**src/rtl/sevseg_pkg.sv**
```systemverilog
// Shared types and the active-low hex segment table for the seven-segment scan driver.
package sevseg_pkg;
  typedef logic [6:0] seg_t;  // {g,f,e,d,c,b,a}, active-low

  localparam seg_t SEG_OFF = 7'h7F;

  localparam seg_t HEX_LUT [16] = '{
    7'h40, 7'h79, 7'h24, 7'h30, 7'h19, 7'h12, 7'h02, 7'h78,
    7'h00, 7'h10, 7'h08, 7'h03, 7'h46, 7'h21, 7'h06, 7'h0E
  };
endpackage

```
**src/rtl/sevseg_hex_decode.sv**
```systemverilog
// Nibble-to-segment decode; a blanked digit drives every segment off.
module sevseg_hex_decode
  import sevseg_pkg::*;
(
  input  logic [3:0] nibble,
  input  logic       blank,
  output seg_t       seg
);
  assign seg = blank ? SEG_OFF : HEX_LUT[nibble];
endmodule

```
**src/rtl/sevseg_scan_driver.sv**
```systemverilog
// N-digit time-multiplexed seven-segment driver with a write-strobed value/blank register file.
// Optional SEVSEG_GHOST_BLANK_EN darkens the first BLANK_CYCLES of every dwell to hide PNP turn-off lag.
module sevseg_scan_driver
  import sevseg_pkg::*;
#(
  parameter int NUM_DIGITS     = 4,
  parameter int DWELL_CYCLES   = 30_000,
  parameter int BLANK_CYCLES   = 600,
  parameter bit SEL_ACTIVE_LOW = 1'b1
) (
  input  logic                          clk,
  input  logic                          reset,
  input  logic                          wr_en,
  input  logic [$clog2(NUM_DIGITS)-1:0] wr_addr,
  input  logic [3:0]                    wr_data,
  input  logic                          wr_blank,
  output seg_t                          seg,
  output logic [NUM_DIGITS-1:0]         sel,
  output logic [$clog2(NUM_DIGITS)-1:0] digit_idx,
  output logic                          frame_tick
);
  localparam int IW = $clog2(NUM_DIGITS);
  // Counter is sized to hold both the dwell and the blank threshold so the compare never truncates.
  localparam int CW = $clog2((DWELL_CYCLES > BLANK_CYCLES ? DWELL_CYCLES : BLANK_CYCLES) + 1);
  localparam logic [NUM_DIGITS-1:0] SEL_OFF = SEL_ACTIVE_LOW ? '1 : '0;

  logic [NUM_DIGITS-1:0][3:0] val_q;
  logic [NUM_DIGITS-1:0]      blank_q;
  logic [CW-1:0]              dwell_cnt;
  logic                       last_cnt, last_idx, drive;
  seg_t                       seg_d;
  logic [NUM_DIGITS-1:0]      sel_hot, sel_d;

  assign last_cnt = (dwell_cnt == CW'(DWELL_CYCLES - 1));
  assign last_idx = (digit_idx == IW'(NUM_DIGITS - 1));

`ifdef SEVSEG_GHOST_BLANK_EN
  assign drive = (dwell_cnt >= CW'(BLANK_CYCLES));
`else
  assign drive = 1'b1;
`endif

  sevseg_hex_decode u_dec (
    .nibble (val_q[digit_idx]),
    .blank  (blank_q[digit_idx] | ~drive),
    .seg    (seg_d)
  );

  assign sel_hot = drive ? (NUM_DIGITS'(1) << digit_idx) : '0;
  assign sel_d   = SEL_ACTIVE_LOW ? ~sel_hot : sel_hot;

  // Outputs register from the pre-edge index/regs, so any write or advance shows one edge later.
  always_ff @(posedge clk) begin
    if (!reset) begin
      dwell_cnt  <= '0;
      digit_idx  <= '0;
      frame_tick <= 1'b0;
      seg        <= SEG_OFF;
      sel        <= SEL_OFF;
      val_q      <= '0;
      blank_q    <= '1;
    end else begin
      frame_tick <= 1'b0;
      if (last_cnt) begin
        dwell_cnt <= '0;
        if (last_idx) begin
          digit_idx  <= '0;
          frame_tick <= 1'b1;
        end else begin
          digit_idx <= digit_idx + 1'b1;
        end
      end else begin
        dwell_cnt <= dwell_cnt + 1'b1;
      end
      seg <= seg_d;
      sel <= sel_d;
      // Address decode by loop: addresses with no matching digit write nothing.
      for (int i = 0; i < NUM_DIGITS; i++) begin
        if (wr_en && wr_addr == IW'(i)) begin
          val_q[i]   <= wr_data;
          blank_q[i] <= wr_blank;
        end
      end
    end
  end
endmodule

```
**config.mk**
```make
export PLATFORM = sky130hd
export DESIGN_NAME = sevseg_scan_driver
export DESIGN_NICKNAME = d
export VERILOG_FILES = /design/src/rtl/sevseg_pkg.sv /design/src/rtl/sevseg_hex_decode.sv /design/src/rtl/sevseg_scan_driver.sv
export SDC_FILE = /design/constraint.sdc
export NUM_CORES = 1
export LEC_CHECK = 0
export BUFFER_PORTS_ARGS = -buffer_cell sky130_fd_sc_hd__buf_2
export CAP_MARGIN = 40
export CORE_MARGIN = 10
export CORE_UTILIZATION = 26
export DETAILED_ROUTE_END_ITERATION = 6
export PLACE_DENSITY = 0.53
export SETUP_SLACK_MARGIN = 0.05
export SYNTH_ARGS = -nofsm -noshare
export SYNTH_HDL_FRONTEND = slang
export SYNTH_SLANG_ARGS = --single-unit
```
**constraint.sdc**
```tcl
create_clock -name clk -period 2.9 [get_ports clk]
set_clock_uncertainty 0.1 [all_clocks]
set_input_delay 0 -clock clk [delete_from_list [all_inputs] [get_ports clk]]
set_output_delay 0 -clock clk [all_outputs]
set_load 0.02 [all_outputs]
```
Word level (Yosys, flattened, before mapping)
Memory sizes are Yosys's and may differ from the RTL's. A register that Yosys moved wholly into a read port is not among the register bits. Index checks and enable logic that the tools add are counted.

Register bits: 42. Bits of input ports: 10. Bits in read-only memories: 112. Word-level logic and storage cells: 39. Memories: 1. Output and inout bits: 14.

Bitwise operators: 3. Reduce and logical (&&, ||, !) cells: 8. Muxes and demuxes: 6. Shifts and indexed selects: 1. Add/subtract/negate cells: 2. Equality and inequality tests: 5. Order comparisons: 1.

Memories: (no name shown) (depth 16, width 7, rd ports 1, clocked after Yosys merged registers in 1, write ports 0, RTL line sevseg_hex_decode.sv:9) `assign seg = blank ? SEG_OFF : HEX_LUT[nibble];`.

Operators with widths (number): adder 15 x 1 -> 15 bit, second input constant (1); == test 15 bit, second input constant (1); binary-select mux 4 bit (select 2 bit) (1); == test 2 bit, second input constant (3); inverter 4 -> 5 bit (1); logical AND 1 bit (4); two-way mux 4 bit (1); inverter 4 bit (1); OR reduction 2 bit (2); left shift 1 x 2 -> 4 bit, first input constant (1); < comparator 2 x 3 -> 1 bit, second input constant (1); adder 2 x 1 -> 2 bit, second input constant (1); binary-select mux 1 bit (select 2 bit) (1); == test 2 x 1 -> 1 bit, second input constant (1); logical NOT 2 bit (1); two-way mux 1 bit (2); two-way mux 2 bit (1); AND reduction 2 bit (1); inverter 1 bit (1).

Longest topological paths before layout
Gate-level depths: netlist (run 1).

Depth after elaboration: 3. Depth in mapped cells: 8. Depth with buffers taken out: 7.

Modules after synthesis
A second synthesis (run 1) with hierarchy kept.

Cell total of the unflattened synthesis: 222. Area total of the unflattened synthesis: 2319.7 um2.

By module, submodules not included: sevseg_scan_driver (area each 2020.7 um2, cells an instance 187, instances 1); sevseg_hex_decode (area each 299.0 um2, cells an instance 35, instances 1).

Worst setup path after synthesis (run 1)
No wires, ideal clock.

Path kind: register -> register. From: register digit_idx[0]. To: register seg[3]. Period minus slack after synthesis: 2.089 ns. Arrival time: 1.850 ns. Cell stages (with the launch flop): 9. Library setup time: 0.139 ns. Setup slack: 0.811 ns. Path through: dfxtp_1 -> buf_6 -> mux4_2 -> inv_1 -> ha_1 -> inv_1 -> and2_0 -> a211oi_1 -> o21ai_0.

Word-level cells in the longest chain between the ends: 3. Elaborated cells on any way between the ends: 6.

RTL lines: start, declared (RTL line sevseg_scan_driver.sv:19) `output logic [$clog2(NUM_DIGITS)-1:0] digit_idx,`; start signal, assigned (RTL line sevseg_scan_driver.sv:70) `digit_idx <= digit_idx + 1'b1;`; binary-select mux 1 bit (select 2 bit) / binary-select mux 4 bit (select 2 bit) (equally long branches) (RTL line sevseg_scan_driver.sv:45, sevseg_scan_driver.sv:44); two-way mux 1 bit (implied by the code) / two-way mux 4 bit (equally long branches) (RTL line sevseg_scan_driver.sv:45, sevseg_scan_driver.sv:44); OR reduction 2 bit (no line) / inverter 4 -> 5 bit (equally long branches); end, declared (RTL line sevseg_scan_driver.sv:17) `output seg_t seg,`.

Several ways; a longest one is shown, not always the timed one. The select of a mux whose other input is x is not followed. A chain may end at the register's enable or synchronous reset.

Final worst setup path (run 1)
Ends and elaborated chain as after synthesis.

==> run summary, run 1 <==
clock network fraction of total power - 0.331
DIE HEIGHT - 112.7 um
Setup Fix Bufs, Post-CTS - 0
Critical Path RT - 2.97 ns
Crit path buffers/inverters - 2
clk buf depth - 2
drc violations - 0
sequential share of the synthesized area - 0.4395
Pre-antenna DRT Iters - 5
post-synthesis instance total - 217
VDD IR max - 0.1388 mV
antenna-violating nets left - 0
pwr dens - 456.4 nW/um2
Top delay family on crit path - multiplexers
number of global-route vias before repair - 1531
Routed wire per std cell - 12.61 um
f_max - 444.0 MHz
n_diodes - 0
core footprint - 8299 um2
CP dominant cell by count - inv_1
Clock Latency Late Sink - 0.30 ns
IO buf count - 23
Overall Global Routing Usage - 0.07101
final setup violation count - 0
layout cell share with drive strength beyond 1 - 0.1585
Root Driver - clkbuf_8
crit path DAT - 2.32 ns
die area - 12690 um2
Ys Warns - 0
critical path class - reg -> reg
clock sink total - 49
RSZ-0062 raised after global routing - no
die width - 112.7 um
internal power component - 897.7 uW
switching pwr - 278.0 uW
Setup TNS - 0 ns
most common cell after layout, fill and taps aside - dfxtp_1
CP peak stage delay - 0.64 ns
Area Growth Syn to Fin - 15.41%
starting density of the core - 0.2690
Finished Core Util - 0.3104
Rows - 33
global-route wire length before repair - 7500 um
GRT overflow - 0
Filler cells - 866
fin crit period - 2.252 ns
CP Launch Type - flip-flop
Critical Path Fanout Max - 10
# IOs - 24
fin cells - 351
CTS H-Tree Depth - 2
EDFF count, synth - 0
hold path depth - 4
Yosys reg bits - 49
vias per cell - 4.447
Nets - 266
post-detailed-routing wire length - 4425 um
Synth Area per Inst - 10.29 um2
CTS resizes - 0
FF-to-FF path depth - 7
GPL Wtd Cong - 0.7317
most frequent cells in the layout - 49 x dfxtp_1, 23 x buf_2, 21 x mux2i_1
Top FF cell, synth - dfxtp_1
WP depth - 7
final hold vios - 0
outcome - complete, no violations
Synth Net Count - 238
TritonCTS buffer count - 5
CP Cell Sequence - mux4_2, inv_1, ha_1, inv_1, and2_0, a211oi_1, o21ai_0
multi-input gate area in the final layout - 1159 um2
async set-reset flop share out of synthesis - 0
slew at the pin closest to its max-slew limit - 0.6925 ns
final clock period utilization by the worst path - 0.7766
post-placement cell count - 336
largest net degree at the start of global routing - 31
antenna violations before repair - 0
CP max stage cell - mux4_2
combinational power share - 0.076
Slew HR - 0.5363
Sw Ratio - 0.2365
hold_buf cts - 7
cell area after synthesis - 2232 um2
Reg power frac - 0.593
post-detail-place hpwl - 3200 um
Reg area - 980.9 um2
max-slew violation count - 0
CTS tree - yes
Reg clk slew, reported paths - 0.09 ns
DR iter-0 viols - 104
Power Total - 1176 uW
Worst setup EP type - flip-flop
min-delay worst type - in -> reg
synth unique cells - 41
DR vias - 1561
max cap viols - 0
static leakage - 0.0009878 uW
## synthesized netlist by cell type, types with 3 or more instances
cell,number,share of area
xor2_1,3,0.012
nand4_1,5,0.014
nor3_1,4,0.0090
inv_1,10,0.017
mux4_2,4,0.040
dfxtp_1,49,0.44
clkbuf_1,4,0.0067
o21ai_0,4,0.0090
nor2_1,16,0.027
xnor2_1,9,0.035
nor2b_1,17,0.048
nand2_1,14,0.024
o221ai_1,4,0.016
ha_1,11,0.062
a21oi_1,4,0.0090
mux2i_1,21,0.094
nor4_1,3,0.0084
nand3_1,8,0.018
## state kept, by name, summed over array words and instances, names as in the netlist
| name | cells |
|---|---|
| val_q | 16 |
| dwell_cnt | 15 |
| seg | 7 |
| blank_q | 4 |
| sel | 4 |
| digit_idx | 2 |
| frame_tick | 1 |
## worst min-delay path, cell delays in order
cell and delay (ns):
buf_2 0.11, nor3b_2 0.11, mux2i_1 0.13, nand2_1 0.06
## per-layer routing
| layer | global-route usage | wire (um) |
|---|---|---|
| met5 | 0 | 0 |
| met4 | 0.02623 | 62 |
| met3 | 0.02503 | 195 |
| met2 | 0.1106 | 2007 |
| met1 | 0.08789 | 2160 |
## logic make-up after synthesis
family,Yosys count,synth area share
XOR/XNOR,12,0.04709
AND/OR/NAND/NOR,82,0.2096
adder cells (fa/ha/maj),11,0.06166
buffers and inverters,19,0.04148
flip-flops,49,0.4395
AO/OA/AOI/OAI,18,0.05437
multiplexers,26,0.1463
## final cells by class
class                           count  share of cell area
Sequential cell                    49              0.3808
Inverter                           10             0.01457
Multi-Input combinational cell    149              0.4497
Clock inverter                      2            0.003885
Tap cell                          105             0.05100
Timing Repair Buffer               30             0.07188
Clock buffer                        6             0.02817
## per-stage QoR
step / hold slack (ns) / instance area [um2] / setup slack [ns]
6_report: 0.04068 / 2576 / 0.6479
3_5_place_dp: 0.1652 / 2424 / 0.6661
5_1_grt: 0.06011 / 2576 / 0.5366
3_3_place_gp: 0.1704 / 2424 / 0.7601
2_1_floorplan: 0.02511 / 2232 / 0.8108
4_1_cts: 0.03722 / 2576 / 0.6691
## power by group through the flow
stage                     Sequential, uW  Clock (uW)  Combinational [uW]
after floorplan                      713           0                59.0
after global placement               714           0                82.0
after detailed placement             713           0                83.2
after CTS                            697         406                90.5
after global routing                 700         438                 100
final                                697         389                89.3
## worst paths after layout
path                             startpoint                      end  slack, ns
setup / recovery  digit_idx[0]$_SDFFE_PN0N_        seg[3]$_SDFF_PP1_       0.65
hold / removal                   wr_addr[1]  blank_q[0]$_SDFFE_PN1P_       0.04
setup reg to reg  digit_idx[0]$_SDFFE_PN0N_        seg[3]$_SDFF_PP1_       0.65
hold reg to reg     dwell_cnt[0]$_SDFF_PP0_  dwell_cnt[0]$_SDFF_PP0_       0.38
Power figures use the tool's default switching activity.
==> inputs of run 2 (changes only) <==
--- a/config.mk
+++ b/config.mk
@@ -10,7 +10,7 @@
 export CORE_MARGIN = 10
 export CORE_UTILIZATION = 26
 export DETAILED_ROUTE_END_ITERATION = 6
-export PLACE_DENSITY = 0.53
+export PLACE_DENSITY = 0.54
 export SETUP_SLACK_MARGIN = 0.05
 export SYNTH_ARGS = -nofsm -noshare
 export SYNTH_HDL_FRONTEND = slang
==> constraint.sdc (replaced) <==
create_clock -name clk -period 1.9 [get_ports clk]
set_clock_uncertainty 0.1 [all_clocks]
set_input_delay 0 -clock clk [delete_from_list [all_inputs] [get_ports clk]]
set_output_delay 0 -clock clk [all_outputs]
set_load 0.02 [all_outputs]
==> run 2 against run 1 <==
- critical path depth stayed put
- count of clock-buffer cells in the layout increased by 1
- core utilization rose by 2.5 points
- fmax is 20% higher
- combinational power increased by 76%
- sequential power up 52%
- sequential share of layout area shrank 2.7 points
- wire length rose by 1.5%
- cell count grew 4.0%
- non-clock buffer count grew 14
- first-iteration DRC count decreased by 25%
- clock power is 96% higher
- critical path type unchanged
- highest routed layer unchanged
==> run summary, run 2 (synthesized netlist as in run 1, its figures left out) <==
CTS H-Tree Depth - 2 (unchanged)
antenna-violating nets left - 0 (unchanged)
starting density of the core - 0.2690 (unchanged)
worst slack, placed - 0.04942 ns (was 0.6661 ns)
most common cell after layout, fill and taps aside - dfxtp_1 (unchanged)
final hold vios - 0 (unchanged)
grt met1 use - 0.08667 (was 0.08789)
multi-input gate area in the final layout - 1209 um2 (was 1159 um2)
min-delay worst type - in -> reg (unchanged)
CP Launch Type - flip-flop (unchanged)
vias per cell - 4.436 (was 4.447)
max-slew violation count - 0 (unchanged)
Reg-to-Reg Start - digit_idx[0]$_SDFFE_PN0N_ (unchanged)
VDD IR max - 0.3665 mV (was 0.1388 mV)
Worst setup EP type - flip-flop (unchanged)
reg2reg setup slack - 0.02 ns (was 0.65 ns)
grt met3 use - 0.02396 (was 0.02503)
GRT overflow - 0 (unchanged)
Post-DP Area - 2511 um2 (was 2424 um2)
Nets - 280 (was 266)
Area Growth Syn to Fin - 24.78% (was 15.41%)
post-detail-place hpwl - 3260 um (was 3200 um)
most frequent cells in the layout - 47 x dfxtp_1, 23 x buf_2, 21 x mux2i_1 (was 49 x dfxtp_1, 23 x buf_2, 21 x mux2i_1)
top flop regs - val_q (16), dwell_cnt (15), seg (7) (unchanged)
worst setup margin - 0.02085 ns (was 0.6479 ns)
GPL Wtd Cong - 0.7150 (was 0.7317)
Clock Latency Late Sink - 0.30 ns (about the same)
crit path launch - digit_idx[0]$_SDFFE_PN0N_ (unchanged)
FF-to-FF path depth - 7 (unchanged)
Slew HR - 0.5930 (was 0.5363)
Pre-antenna DRT Iters - 4 (was 5)
GR Layer Usage met2 - 0.1148 (was 0.1106)
clk buf depth - 2 (unchanged)
Reg with most FFs - val_q (unchanged)
RSZ-0062 raised after global routing - yes (was no)
max cap viols - 0 (unchanged)
Filler cells - 841 (was 866)
core footprint - 8299 um2 (unchanged)
Reg area - 985.9 um2 (was 980.9 um2)
Routed wire per std cell - 12.31 um (was 12.61 um)
RR Endpoint - seg[3]$_SDFF_PP1_ (unchanged)
outcome - complete, no violations (unchanged)
# IOs - 24 (unchanged)
crit path DAT - 1.98 ns (was 2.32 ns)
IO buf count - 23 (unchanged)
TritonCTS buffer count - 5 (unchanged)
Reg clk slew, reported paths - 0.09 ns (about the same)
DR vias - 1619 (was 1561)
layout cell share with drive strength beyond 1 - 0.2577 (was 0.1585)
Root Driver - clkbuf_8 (unchanged)
pwr dens - 711.2 nW/um2 (was 456.4 nW/um2)
antenna violations before repair - 0 (unchanged)
Overall Global Routing Usage - 0.07135 (was 0.07101)
die area - 12690 um2 (unchanged)
die width - 112.7 um (unchanged)
fin crit period - 1.879 ns (was 2.252 ns)
global-route wire length before repair - 7638 um (was 7500 um)
Post-Layout Inst Area - 2785 um2 (was 2576 um2)
static leakage - 0.001085 uW (was 0.0009878 uW)
GR peak layer - met2 (unchanged)
critical path class - reg -> reg (unchanged)
drc violations - 0 (unchanged)
post-detailed-routing wire length - 4492 um (was 4425 um)
Hold Startpoint - wr_addr[0] (was wr_addr[1])
max reg flops - 16 (unchanged)
Critical Path Fanout Max - 5 (was 10)
slew at the pin closest to its max-slew limit - 0.6078 ns (was 0.6925 ns)
CTS tree - yes (unchanged)
CP Cell Sequence - mux4_2, inv_4, ha_4, inv_1, and2_1, a211oi_2, o21ai_1 (was mux4_2, inv_1, ha_1, inv_1, and2_0, a211oi_1, o21ai_0)
DIE HEIGHT - 112.7 um (unchanged)
CP endpoint - seg[3]$_SDFF_PP1_ (unchanged)
final clock period utilization by the worst path - 0.9890 (was 0.7766)
f_max - 532.2 MHz (was 444.0 MHz)
CP max stage cell - mux4_2 (unchanged)
number of global-route vias before repair - 1584 (was 1531)
n_diodes - 0 (unchanged)
Rows - 33 (unchanged)
clock sink total - 49 (unchanged)
Critical Path RT - 2.00 ns (was 2.97 ns)
final setup violation count - 0 (unchanged)
CP peak stage delay - 0.61 ns (was 0.64 ns)
largest net degree at the start of global routing - 19 (was 31)
DR iter-0 viols - 78 (was 104)
[run 2: cell types whose count changed in the layout (fill, tap and decap cells not counted), sizes merged]
cell / change
buf: +15
clkinv: -2
bufinv: +1
clkbuf: +1
dlygate4sd3: -1
[run 2: how the worst min path moves through the flow]
stage | slack [ns] | endpoint | cells after the start
after CTS | 0.03 | blank_q[0]$_SDFFE_PN1P_ | 4
after detailed placement | 0.18 | blank_q[2]$_SDFFE_PN1P_ | 3
final | 0.04 | blank_q[0]$_SDFFE_PN1P_ | 4
after floorplan | 0.03 | blank_q[1]$_SDFFE_PN1P_ | 2
after global routing | 0.06 | blank_q[0]$_SDFFE_PN1P_ | 4
after global placement | 0.16 | blank_q[1]$_SDFFE_PN1P_ | 3
[run 2: per-stage QoR]
stage               std cells  power [uW]    util  setup TNS, ns  hold WS (ns)
detailed placement        345        1222  0.3026              0        0.1814
CTS                       361        2001  0.3256              0       0.02592
global route              365        2068  0.3356        -0.1357       0.05679
finish                    365        1981  0.3356              0       0.03750
global placement          345        1222  0.3026              0        0.1634
floorplan                 217        1177       -       -0.02886       0.02511
[run 2: layout make-up]
class | count | share of cell area
tap | 105 | 0.04717
clock buffer | 7 | 0.03100
multi-input combinational | 149 | 0.4340
timing repair buffer | 44 | 0.1078
inverter | 10 | 0.01527
clock inverter | 1 | 0.01078
sequential | 49 | 0.3540
[run 2: what timing repair did]
item | in CTS | in global routing
resized for setup | 0 | 13
endpoints found under the setup margin | 1 | 11
hold buffers | 6 | 0
pin swaps | 0 | 5
setup buffers | 2 | 4
endpoints found under the hold margin | 24 | 0
[run 2: report_power, final]
group | internal [uW] | total (uW) | switching [uW]
Sequential | 1050 | 1060 | 14.4
Clock | 429 | 761 | 331
Combinational | 78.7 | 157 | 78.5
[run 2: metal layers]
| metal | part of all wire | up-vias |
|---|---|---|
| met3 | 0.038 | 4 |
| met4 | 0.0080 | 0 |
| li1 | - | 837 |
| met5 | 0 | - |
| met1 | 0.46 | 758 |
| met2 | 0.49 | 20 |
[run 2: critical path: cells and delay by family, from the launching register on]
family	cells	cell delay [ns]
and+or+nand+nor	1	0.14
adders and majority gates	1	0.13
AOI/OAI and AO/OA	2	0.25
DFF	1	0.39
buffers and inverters	2	0.15
muxes	1	0.61
==> inputs of run 3 (changes only) <==
--- a/config.mk
+++ b/config.mk
@@ -11,6 +11,7 @@
 export CORE_UTILIZATION = 26
 export DETAILED_ROUTE_END_ITERATION = 6
 export PLACE_DENSITY = 0.54
+export REMOVE_ABC_BUFFERS = 1
 export SETUP_SLACK_MARGIN = 0.05
 export SYNTH_ARGS = -nofsm -noshare
 export SYNTH_HDL_FRONTEND = slang
==> run 3 against run 2 <==
- sequential power is essentially flat
- sequential share of layout area shrank 0.17 points
- clock power shrank 17%
- register-to-register slack gained 0.07 ns
- first-iteration DRC count grew 5.1%
- wire length grew 2.8%
- combinational power grew 5%
==> run summary, run 3 (synthesized netlist as in run 1, its figures left out) <==
clk buf depth - 2 (unchanged)
Crit path buffers/inverters - 2 (unchanged)
drc violations - 0 (unchanged)
Reg-to-Reg Start - digit_idx[0]$_SDFFE_PN0N_ (unchanged)
Routed wire per std cell - 12.41 um (was 12.31 um)
core footprint - 8299 um2 (unchanged)
RR Endpoint - seg[3]$_SDFF_PP1_ (unchanged)
reg2reg setup slack - 0.09 ns (was 0.02 ns)
antenna-violating nets left - 0 (unchanged)
hold path depth - 5 (was 4)
CP Cell Sequence - mux4_2, inv_4, ha_4, inv_1, and2_4, a211oi_2, o21ai_1 (was mux4_2, inv_4, ha_4, inv_1, and2_1, a211oi_2, o21ai_1)
final clock period utilization by the worst path - 0.9548 (was 0.9890)
Rows - 33 (unchanged)
Post-DP Area - 2551 um2 (was 2511 um2)
vias per cell - 4.411 (was 4.436)
Reg clk slew, reported paths - 0.10 ns (was 0.09 ns)
Post-Layout Inst Area - 2799 um2 (was 2785 um2)
min-delay worst type - in -> reg (unchanged)
FF-to-FF path depth - 7 (unchanged)
Hold Path End - blank_q[0]$_SDFFE_PN1P_ (unchanged)
GPL Wtd Cong - 0.7652 (was 0.7150)
fin crit period - 1.814 ns (was 1.879 ns)
global-route wire length before repair - 7714 um (was 7638 um)
Area Growth Syn to Fin - 25.39% (was 24.78%)
most common cell after layout, fill and taps aside - dfxtp_1 (unchanged)
Pre-antenna DRT Iters - 4 (unchanged)
CTS H-Tree Depth - 2 (unchanged)
most frequent cells in the layout - 47 x dfxtp_1, 23 x buf_2, 21 x mux2i_1 (unchanged)
top flop regs - val_q (16), dwell_cnt (15), seg (7) (unchanged)
worst setup margin - 0.08594 ns (was 0.02085 ns)
post-detailed-routing wire length - 4618 um (was 4492 um)
critical path class - reg -> reg (unchanged)
die area - 12690 um2 (unchanged)
GRT overflow - 0 (unchanged)
max-slew violation count - 0 (unchanged)
final hold vios - 0 (unchanged)
Setup TNS - 0 ns (unchanged)
largest net degree at the start of global routing - 20 (was 19)
Worst setup EP type - flip-flop (unchanged)
Top delay family on crit path - multiplexers (unchanged)
CTS tree - yes (unchanged)
Critical Path Fanout Max - 4 (was 5)
Reg with most FFs - val_q (unchanged)
Clock Latency Late Sink - 0.31 ns (was 0.30 ns)
Root Driver - clkbuf_8 (unchanged)
max cap viols - 0 (unchanged)
layout cell share with drive strength beyond 1 - 0.2697 (was 0.2577)
pwr dens - 662.6 nW/um2 (was 711.2 nW/um2)
post-detail-place hpwl - 3327 um (was 3260 um)
DR iter-0 viols - 82 (was 78)
crit path DAT - 1.92 ns (was 1.98 ns)
max reg flops - 16 (unchanged)
IO buf count - 23 (unchanged)
Hold Startpoint - wr_addr[1] (was wr_addr[0])
clock sink total - 49 (unchanged)
# IOs - 24 (unchanged)
slew at the pin closest to its max-slew limit - 0.4094 ns (was 0.6078 ns)
Overall Global Routing Usage - 0.07272 (was 0.07135)
CP peak stage delay - 0.59 ns (was 0.61 ns)
DIE HEIGHT - 112.7 um (unchanged)
TritonCTS buffer count - 5 (unchanged)
number of global-route vias before repair - 1671 (was 1584)
f_max - 551.3 MHz (was 532.2 MHz)
CP max stage cell - mux4_2 (unchanged)
Slew HR - 0.7263 (was 0.5930)
Critical Path RT - 2.00 ns (about the same)
worst slack, placed - -0.01778 ns (was 0.04942 ns)
starting density of the core - 0.2690 (unchanged)
outcome - complete, no violations (unchanged)
Nets - 287 (was 280)
DR vias - 1641 (was 1619)
final setup violation count - 0 (unchanged)
n_diodes - 0 (unchanged)
RSZ-0062 raised after global routing - yes (unchanged)
static leakage - 0.001109 uW (was 0.001085 uW)
VDD IR max - 0.2770 mV (was 0.3665 mV)
CP Launch Type - flip-flop (unchanged)
die width - 112.7 um (unchanged)
antenna violations before repair - 0 (unchanged)
-- run 3: cell types whose count changed in the layout (fill, tap and decap cells not counted), sizes merged --
cell,delta
buf,+6
bufinv,-1
clkbuf,-2
clkinv,+1
clkinvlp,+1
inv,+1
or2b,+1
-- run 3: worst max path at each step --
stage | slack (ns) | start | cells past startpoint | endpoint
floorplan | -0.24 | digit_idx[0]$_SDFFE_PN0N_ | 7 | seg[3]$_SDFF_PP1_
global placement | 0.02 | digit_idx[0]$_SDFFE_PN0N_ | 7 | seg[3]$_SDFF_PP1_
detailed placement | -0.02 | digit_idx[0]$_SDFFE_PN0N_ | 7 | seg[3]$_SDFF_PP1_
CTS | 0.05 | digit_idx[0]$_SDFFE_PN0N_ | 7 | seg[3]$_SDFF_PP1_
global route | 0.01 | digit_idx[0]$_SDFFE_PN0N_ | 7 | seg[3]$_SDFF_PP1_
finish | 0.09 | digit_idx[0]$_SDFFE_PN0N_ | 7 | seg[3]$_SDFF_PP1_
-- run 3: area by class of cell --
cell class / count / area [um2]
clock buffers: 5 / 68.82
clock inverters: 3 / 21.27
fillers: 830 / 5500
inverters: 10 / 40.04
multi-input cells: 150 / 1202
flip-flops and latches: 49 / 985.9
well taps: 105 / 131.4
repair buffers: 50 / 349.1
-- run 3: layer usage --
| layer | share of wire | global-route usage |
|---|---|---|
| met1 | 0.47 | 0.08308 |
| met2 | 0.48 | 0.1229 |
| met3 | 0.041 | 0.02503 |
| met4 | 0.010 | 0.02538 |
| met5 | 0 | 0 |
-- run 3: timing repair --
action,CTS,global route
hold buffers,6,0
endpoints found under the hold margin,25,0
cloned,0,1
setup endpoints to repair,6,7
pin swaps,0,5
setup buffers,1,3
resized for setup,2,14
-- run 3: where the power goes --
group / switching, uW / internal [uW]
Clock: 366 / 262
Sequential: 13.1 / 1050
Combinational: 80.7 / 84.5
-- run 3: tightest hold or removal path, stage by stage --
cell and delay (ns):
buf_2 0.12, nor3b_2 0.05, buf_4 0.16, mux2i_1 0.12, nand2_1 0.06
-- run 3: through the flow --
stage	power [uW]	util	std cells	hold slack (ns)
finish	1854	0.3373	372	0.1240
global route	1949	0.3373	372	0.1539
CTS	1868	0.3265	368	0.1163
detailed placement	1228	0.3074	353	0.1849
global placement	1227	0.3074	353	0.1707
floorplan	1168	-	208	-0.03806
